===== config.mk =====
export PLATFORM = sky130hd
export DESIGN_NAME = cut_agc_ctl
export DESIGN_NICKNAME = d
export VERILOG_FILES = /design/src/rtl/cut_agc_ctl.sv
export SDC_FILE = /design/constraint.sdc
export NUM_CORES = 1
export LEC_CHECK = 0
export CAP_MARGIN = 20
export CORE_MARGIN = 4
export CORE_UTILIZATION = 40
export DETAILED_ROUTE_END_ITERATION = 16
export SLEW_MARGIN = 20
export SYNTH_ARGS = -nofsm -noshare
export SYNTH_HDL_FRONTEND = slang
export SYNTH_SLANG_ARGS = --single-unit
export TNS_END_PERCENT = 1

===== constraint.sdc =====
create_clock -name clk -period 18.2 [get_ports clk]
set_input_delay 5.46 -clock clk [delete_from_list [all_inputs] [get_ports clk]]
set_output_delay 5.46 -clock clk [all_outputs]
set_load 0.02 [all_outputs]

===== src/rtl/cut_agc_ctl.sv =====
// cut_agc_ctl: frame-based gain controller for the 32-to-16-bit I/Q truncation stage.
// It counts saturated samples and tracks peak magnitude over each frame. At every
// frame boundary it picks the truncation setting for the next frame. With agc_en low
// it passes the manual setting straight through.
module cut_agc_ctl #(
  parameter int unsigned FRAME_LEN = 1024,
  parameter int unsigned CNT_W     = 16,
  parameter int unsigned SAT_HI    = 8,
  parameter logic [15:0] PEAK_LO   = 16'h3000,
  parameter int unsigned INIT_GAIN = 0
) (
  input  logic             clk,
  input  logic             rst,
  input  logic [15:0]      din_i,
  input  logic [15:0]      din_q,
  input  logic             din_valid,
  input  logic             agc_en,
  input  logic [2:0]       man_cut_ctl,
  output logic [2:0]       cut_ctl_out,
  output logic [2:0]       gain_idx,
  output logic [CNT_W-1:0] sat_cnt_last,
  output logic [15:0]      peak_last,
  output logic             frame_done
);

  localparam int unsigned DW = 16;
  localparam int unsigned GW = 3;

  localparam logic [1:0] S_IDLE   = 2'd0;
  localparam logic [1:0] S_ACCUM  = 2'd1;
  localparam logic [1:0] S_DECIDE = 2'd2;

  localparam logic [CNT_W-1:0] LAST_IDX = CNT_W'(FRAME_LEN - 1);
  localparam logic [CNT_W-1:0] SAT_HI_C = CNT_W'(SAT_HI);
  localparam logic [GW-1:0]    INIT_G   = GW'(INIT_GAIN);
  localparam logic [GW-1:0]    G_MAX    = 3'd7;
  localparam logic [DW-1:0]    POS_FS   = 16'h7fff;
  localparam logic [DW-1:0]    NEG_FS   = 16'h8000;

  // Gain index to truncation setting: ladder is 7,0,1,...,6 from least to most gain.
  function automatic logic [GW-1:0] f_map(input logic [GW-1:0] g);
    return (g == 3'd0) ? 3'd7 : g - 3'd1;
  endfunction

  // Truncation setting back to gain index.
  function automatic logic [GW-1:0] f_inv(input logic [GW-1:0] c);
    return (c == 3'd7) ? 3'd0 : c + 3'd1;
  endfunction

  // Unsigned magnitude of a signed sample; full-scale negative maps to 16'h8000.
  function automatic logic [DW-1:0] f_mag(input logic [DW-1:0] x);
    return x[DW-1] ? (~x + 16'd1) : x;
  endfunction

  logic [1:0]       r_state;
  logic [1:0]       w_state_nxt;

  logic [CNT_W-1:0] r_cnt;
  logic [CNT_W-1:0] r_sat_acc;
  logic [DW-1:0]    r_peak_acc;
  logic [CNT_W-1:0] r_snap_sat;
  logic [DW-1:0]    r_snap_peak;

  logic [GW-1:0]    r_gain;
  logic [GW-1:0]    r_cut;
  logic [CNT_W-1:0] r_sat_last;
  logic [DW-1:0]    r_peak_last;
  logic             r_done;

  logic             w_sat_smp;
  logic [DW-1:0]    w_mag_i;
  logic [DW-1:0]    w_mag_q;
  logic [DW-1:0]    w_peak_smp;
  logic [DW-1:0]    w_peak_nxt;
  logic [CNT_W-1:0] w_sat_nxt;
  logic             w_counting;
  logic             w_last;
  logic             w_step_dn;
  logic             w_step_up;
  logic [GW-1:0]    w_gain_dec;

  // Per-sample statistics: saturation flag and running peak including this sample.
  always_comb begin
    w_sat_smp  = (din_i == POS_FS) || (din_i == NEG_FS) ||
                 (din_q == POS_FS) || (din_q == NEG_FS);
    w_mag_i    = f_mag(din_i);
    w_mag_q    = f_mag(din_q);
    w_peak_smp = (w_mag_i > w_mag_q) ? w_mag_i : w_mag_q;
    w_peak_nxt = (w_peak_smp > r_peak_acc) ? w_peak_smp : r_peak_acc;
    w_sat_nxt  = r_sat_acc;
    if (w_sat_smp && !(&r_sat_acc)) begin
      w_sat_nxt = r_sat_acc + CNT_W'(1);
    end
  end

  // Samples are gathered in ACCUM and also in DECIDE, where they open the next frame.
  always_comb begin
    w_counting = agc_en && din_valid &&
                 ((r_state == S_ACCUM) || (r_state == S_DECIDE));
    w_last     = agc_en && din_valid && (r_state == S_ACCUM) && (r_cnt == LAST_IDX);
  end

  // Frame decision: back off on heavy saturation, otherwise step up on a quiet frame.
  always_comb begin
    w_step_dn  = (r_snap_sat > SAT_HI_C) && (r_gain != 3'd0);
    w_step_up  = (r_snap_sat == '0) && (r_snap_peak < PEAK_LO) && (r_gain != G_MAX);
    w_gain_dec = r_gain;
    if (w_step_dn) begin
      w_gain_dec = r_gain - 3'd1;
    end else if (w_step_up) begin
      w_gain_dec = r_gain + 3'd1;
    end
  end

  // Next-state logic; dropping agc_en always returns to IDLE.
  always_comb begin
    w_state_nxt = r_state;
    if (!agc_en) begin
      w_state_nxt = S_IDLE;
    end else begin
      case (r_state)
        S_IDLE:   w_state_nxt = S_ACCUM;
        S_ACCUM:  if (w_last) w_state_nxt = S_DECIDE;
        S_DECIDE: w_state_nxt = S_ACCUM;
        default:  w_state_nxt = S_IDLE;
      endcase
    end
  end

  // State register; reset lands directly in the mode selected by agc_en.
  always_ff @(posedge clk) begin
    if (rst) begin
      r_state <= agc_en ? S_ACCUM : S_IDLE;
    end else begin
      r_state <= w_state_nxt;
    end
  end

  // Frame accumulators and end-of-frame snapshot.
  always_ff @(posedge clk) begin
    if (rst) begin
      r_cnt       <= '0;
      r_sat_acc   <= '0;
      r_peak_acc  <= '0;
      r_snap_sat  <= '0;
      r_snap_peak <= '0;
    end else if (!agc_en || (r_state == S_IDLE)) begin
      r_cnt      <= '0;
      r_sat_acc  <= '0;
      r_peak_acc <= '0;
    end else if (w_last) begin
      r_snap_sat  <= w_sat_nxt;
      r_snap_peak <= w_peak_nxt;
      r_cnt       <= '0;
      r_sat_acc   <= '0;
      r_peak_acc  <= '0;
    end else if (w_counting) begin
      r_cnt      <= r_cnt + CNT_W'(1);
      r_sat_acc  <= w_sat_nxt;
      r_peak_acc <= w_peak_nxt;
    end
  end

  // Registered decision outputs: manual tracking in IDLE, one update per frame in DECIDE.
  always_ff @(posedge clk) begin
    if (rst) begin
      r_gain      <= INIT_G;
      r_cut       <= f_map(INIT_G);
      r_sat_last  <= '0;
      r_peak_last <= '0;
      r_done      <= 1'b0;
    end else begin
      r_done <= 1'b0;
      if (r_state == S_IDLE) begin
        r_cut  <= man_cut_ctl;
        r_gain <= f_inv(man_cut_ctl);
      end else if ((r_state == S_DECIDE) && agc_en) begin
        r_gain      <= w_gain_dec;
        r_cut       <= f_map(w_gain_dec);
        r_sat_last  <= r_snap_sat;
        r_peak_last <= r_snap_peak;
        r_done      <= 1'b1;
      end
    end
  end

  assign cut_ctl_out  = r_cut;
  assign gain_idx     = r_gain;
  assign sat_cnt_last = r_sat_last;
  assign peak_last    = r_peak_last;
  assign frame_done   = r_done;

endmodule


==> flow_metrics.tcl, run 1 <==
set metrics [dict create \
    status "complete, no violations" \
    num_vias 6264 \
    cellPowerDensity_mw_per_mm2 83.6 \
    peakVddDrop_uv 66.5 \
    min_path_type "reg -> reg" \
    synth_ff_type "dfxtp_1" \
    track_usage_pct 17.8 \
    ant_nets 0 \
    drv_cap 0 \
    ys_seq_elements 121 \
    p_leak_uw 0.00301 \
    totalNegativeSetupSlack_ps 0 \
    min-delay-start "r_snap_peak[10]" \
    clock-root-buffer "clkbuf_16" \
    clkLatencyLatePin_ps 420 \
    synth_area_per_cell_um2 7.94 \
    synthCells 883 \
    crit_chain "clkdlybuf4s50_1 -> inv_1 -> ha_1 -> or3b_2 -> or4b_4 -> o41ai_2 -> xor2_1 -> ha_1 -> nand4_1 -> a2111oi_0 -> nor4b_1 -> buf_4 -> or2_2 -> o21ai_0 -> inv_1 -> ha_1 -> nand4_1 -> nor4_1 -> o211ai_1 -> a31o_2 -> nor2_1 -> buf_4 -> nand2_1 -> o22ai_1" \
    worstSetupPathType "in -> reg" \
    max_freq_mhz 84.2 \
    dr.pass1.iters 5 \
    grt_overflow 0 \
    syn2layout_area_growth_pct 21.1 \
    avgRoutedWirePerCell_um 14.8 \
    startpoint "din_q[0]" \
    maxSlewViolCount 0 \
    slew-limit-headroom_pct 53.1 \
    final_common_cell "nand2_1" \
    first_iter_violations 368 \
    drt_wl_total_um 17500 \
    grt_start_max_net_pins 59 \
    synth_fp_nets 971 \
    max_stage_delay_ps 530 \
    drive_gt1_share_pct 6.71 \
    hold_violations 0 \
    synth_edf_count 2 \
    nFillCells 1714 \
    htreeDepth 4 \
    period_minus_slack_ps 11880 \
    io_pins 78 \
    initial_core_util_pct 40.7 \
    period_share_pct 65.3 \
    rsz0062_at_grt "false" \
    worst_setup_path_start_kind "input pin" \
    hpwl_um 12900 \
    final_nets 1029 \
    syn-cell-area_mm2 0.00701 \
    end_kind "register" \
    finalSetupViolations 0 \
    finalClockSkew_ps 6.22 \
    r2r-start "r_peak_acc[13]" \
    tightest_slew_ps 703 \
    required_ps 18530 \
    yosysSeqAreaShare_pct 34.9 \
    yosysWarnings 0 \
    viasPerCell 5.31 \
    clk_pin_slew_worst_paths_ps 50 \
    synthArstFlopShare_pct 0 \
    fp.dieArea_mm2 0.0197 \
    cts_tree "yes" \
    cts_buffers 17 \
    core_area_mm2 0.0172 \
    routabilityCongestion 0.867 \
    critPathSlowestCell "or4b_4" \
    std_cell_rows 48 \
    dieHeight_um 140 \
    grt_pass1_wl_um 28900 \
    grt_antenna_before_repair 0 \
    arrival_ps 12210 \
    cts_setup_buffers 0 \
    path_common_cell "ha_1" \
    grt_pass1_vias 5670 \
    fin_hold_ws_ps 445 \
    cts_resized 0 \
    die_w_um 140 \
    clkSinkCount 121 \
    synth_cell_type_count 60 \
    clockBufferDepth 2 \
    ctsHoldBuffers 0 \
    antennaDiodeCount 0 \
    placement.io_buffers 77 \
    drc 0 \
    critPathMaxFanout 23 \
    final_cell_mix "nand2_1, dfxtp_1, clkdlybuf4s50_1" \
]
## sequential cells by signal, indices dropped and copies added, names as in the netlist
register	flops
r_snap_peak	16
cut_ctl_out	3
frame_done	1
sat_cnt_last	16
r_peak_acc	16
r_snap_sat	16
r_state	2
peak_last	16
r_cnt	16
gain_idx	3
r_sat_acc	16
## layer usage
layer / GRT usage, % / part of all wire, %
met3: 3.58 / 4.7
met4: 5.71 / 1.4
met1: 26.3 / 52
met2: 25.9 / 42
met5: 0 / 0
## stage by stage
stage | std cells | util (%) | instance area, um2 | total power [uW] | setup WS, ps
6_report | 1179 | 49.2 | 8480 | 709 | 6320
5_1_grt | 1179 | 49.2 | 8480 | 742 | 5820
4_1_cts | 1179 | 49.2 | 8480 | 716 | 6430
3_5_place_dp | 1147 | 46.0 | 7930 | 402 | 6010
3_3_place_gp | 1147 | 46.0 | 7930 | 403 | 6190
2_1_floorplan | 883 | - | 7010 | 360 | 7170
## final timing paths
check	endpoint	slack, ps	cells past startpoint
setup / recovery	r_peak_acc[2]	6320	24
hold / removal	peak_last[10]	440	2
hold reg to reg	peak_last[10]	440	2
setup reg to reg	r_peak_acc[2]	15260	10
## Yosys cell counts (all sizes together), types with 17 or more instances
cell type	n	share of area, %
a211oi	23	2.8
dfxtp	119	34
nor2	71	3.9
xor2	45	5.6
nand3	35	2.6
inv	53	2.8
xnor2	21	2.6
o21ai	51	3.7
and3	17	1.5
ha	49	8.8
clkbuf	39	2.1
nand2	134	7.2
a21oi	57	4.1
nand4	22	2.0
## power by group
| part | total [uW] | switching, uW | internal (uW) | leakage (uW) |
|---|---|---|---|---|
| registers | 271 | 2.14 | 268 | 0.000982 |
| clock network | 313 | 123 | 190 | 0.000262 |
| logic | 126 | 77.7 | 48.6 | 0.00177 |
| total | 709 | 203 | 507 | 0.00301 |
## worst max-delay path: cells and delay by family
family	cells	cell delay, ps
fa+ha+maj	3	790
simple gates	9	2740
xor+xnor	1	140
compound gates	6	1930
buf+inv	5	1120
## kinds of logic (layout without fill, tap and decap cells)
| family | count (synthesis) | in the layout | share of synthesized area, % |
|---|---|---|---|
| AO/OA/AOI/OAI | 198 | 198 | 18.1 |
| buffers and inverters | 100 | 171 | 5.64 |
| adder cells (fa/ha/maj) | 49 | 49 | 8.75 |
| XOR/XNOR | 66 | 66 | 8.25 |
| AND/OR/NAND/NOR | 339 | 339 | 23.0 |
| multiplexers | 10 | 10 | 1.48 |
| flip-flops | 121 | 121 | 34.9 |
## cell type report
cell class                      instances  area [um2]  area share [%]
Clock buffer                           20         447            5.27
Inverter                               53         199            2.35
Timing Repair Buffer                   86         833            9.82
Clock inverter                         12         103            1.21
Sequential cell                       121        2440            28.8
Multi-Input combinational cell        662        4180            49.2
Tap cell                              225         282            3.32
Note: power is estimated with default switching activity, not from simulation.
==> run 2: changes to the inputs <==
Clock period 18.2 ns to 12.3 ns, I/O delays scaled along.
==> run 2 against run 1 <==
Effect of this change:
- global-route usage rose by 0.26 points
- cell count fell by 0.17%
- total power up 51%
- flip-flop and latch count unchanged
- non-clock buffer count down 1
- sequential power is 48% higher
- routed wire length grew 0.11%
- worst hold slack improved by 7.4 ps
- die area unchanged
- cell area grew 0.28%
- via count shrank 0.26%
- worst setup slack lost 4100 ps
==> flow_metrics.tcl, run 2 (synthesized netlist as in run 1, its figures left out) <==
set metrics [dict create \
    status "complete, no violations" \
    final_common_cell "nand2_1" \
    grt_pass1_wl_um 29500 \
    arrival_ps 10380 \
    die_w_um 140 \
    initial_core_util_pct 40.7 \
    placement.io_buffers 77 \
    worstSetupPathType "in -> reg" \
    clock-root-buffer "clkbuf_16" \
    nFillCells 1702 \
    std_cell_rows 48 \
    drc 0 \
    slew-limit-headroom_pct 53.0 \
    io_pins 78 \
    ctsHoldBuffers 0 \
    drv_cap 0 \
    hold_violations 0 \
    core_area_mm2 0.0172 \
    instances_no_fill 1177 \
    fp.dieArea_mm2 0.0197 \
    critPathMaxFanout 23 \
    clkSinkCount 121 \
    finalWorstSetupSlack_ps 2240 \
    peakVddDrop_uv 99.8 \
    cts_resized 0 \
    p_leak_uw 0.00303 \
    required_ps 12620 \
    dieHeight_um 140 \
    dr.pass1.iters 5 \
    pre_cts_slack_ps 1860 \
    drive_gt1_share_pct 6.83 \
    antennaDiodeCount 0 \
    clk_pin_slew_worst_paths_ps 60 \
    ant_nets 0 \
    avgRoutedWirePerCell_um 14.9 \
    syn2layout_area_growth_pct 21.4 \
    max_freq_mhz 99.4 \
    tightest_slew_ps 705 \
    final_cell_mix "nand2_1, dfxtp_1, clkdlybuf4s50_1" \
    track_usage_pct 18.0 \
    grt_pass1_vias 5883 \
    placedCellCount 1146 \
    maxSlewViolCount 0 \
    cts_setup_buffers 0 \
    finalSetupViolations 0 \
    hpwl_um 12900 \
    grt_overflow 0 \
    period_share_pct 81.8 \
    period_minus_slack_ps 10060 \
    finalClockSkew_ps 11.8 \
    min_path_type "reg -> reg" \
    htreeDepth 4 \
    viasPerCell 5.31 \
    drt_wl_total_um 17500 \
    routabilityCongestion 0.887 \
    worst_setup_path_start_kind "input pin" \
    cellPowerDensity_mw_per_mm2 126 \
    grt_start_max_net_pins 59 \
    cts_buffers 17 \
    num_vias 6248 \
    first_iter_violations 274 \
    grt_antenna_before_repair 0 \
    final_nets 1028 \
    totalNegativeSetupSlack_ps 0 \
    clockBufferDepth 2 \
    clkLatencyLatePin_ps 410 \
    end_kind "register" \
    rsz0062_at_grt "false" \
    cts_tree "yes" \
]
==> run 2: cell types whose count changed in the layout (fill, tap and decap cells not counted), sizes merged <==
cell / delta
clkinvlp: -3
buf: -1
bufinv: +1
clkbuf: -1
clkinv: +1
inv: +1
==> run 2: power breakdown <==
group / switching (uW) / total, uW / internal (uW)
Combinational: 116 / 189 / 72.1
Sequential: 3.37 / 401 / 397
Clock: 176 / 483 / 306
==> run 2: final timing paths <==
| path | from | end | slack [ps] | cells past startpoint |
|---|---|---|---|---|
| max reg2reg | r_peak_acc[13] | r_peak_acc[1] | 9450 | 10 |
| min | r_snap_peak[10] | peak_last[10] | 450 | 2 |
| min reg2reg | r_snap_peak[10] | peak_last[10] | 450 | 2 |
| max | din_q[0] | r_peak_acc[1] | 2240 | 24 |
==> run 2: cell type report <==
cell class	instances	area (um2)	share of cell area (%)
Clock buffer	19	453	5.33
Tap cell	225	282	3.31
Clock inverter	12	125	1.47
Timing Repair Buffer	85	826	9.71
Multi-Input combinational cell	662	4180	49.1
Inverter	53	199	2.34
Sequential cell	121	2440	28.7
==> run 2: layer usage <==
layer	global-route usage (%)	up-vias	wire, um
li1	-	3226	-
met1	26.3	2849	8840
met2	26.2	148	7430
met3	3.79	25	809
met4	6.63	0	413
met5	0	-	0
==> run 2: worst max-delay path, stage by stage <==
cell	delay [ps]
clkdlybuf4s50_1	500
inv_1	100
ha_1	150
or3b_2	470
or4b_4	530
o41ai_2	250
xor2_1	140
ha_1	330
nand4_1	170
a2111oi_0	410
nor4b_1	100
buf_4	180
or2_2	470
o21ai_0	440
inv_1	80
ha_1	300
nand4_1	120
a2111oi_0	460
a211oi_1	100
a31o_2	370
nor2_1	140
buf_4	240
nand2_1	330
o22ai_1	290
==> run 2: through the flow <==
stage,hold slack [ps],util (%),total power (uW),instance area (um2)
after CTS,453,49.3,1080,8510
final,452,49.3,1070,8510
after floorplan,427,-,532,7010
after global placement,437,46.0,596,7930
after detailed placement,441,46.0,597,7930
after global routing,466,49.3,1130,8510
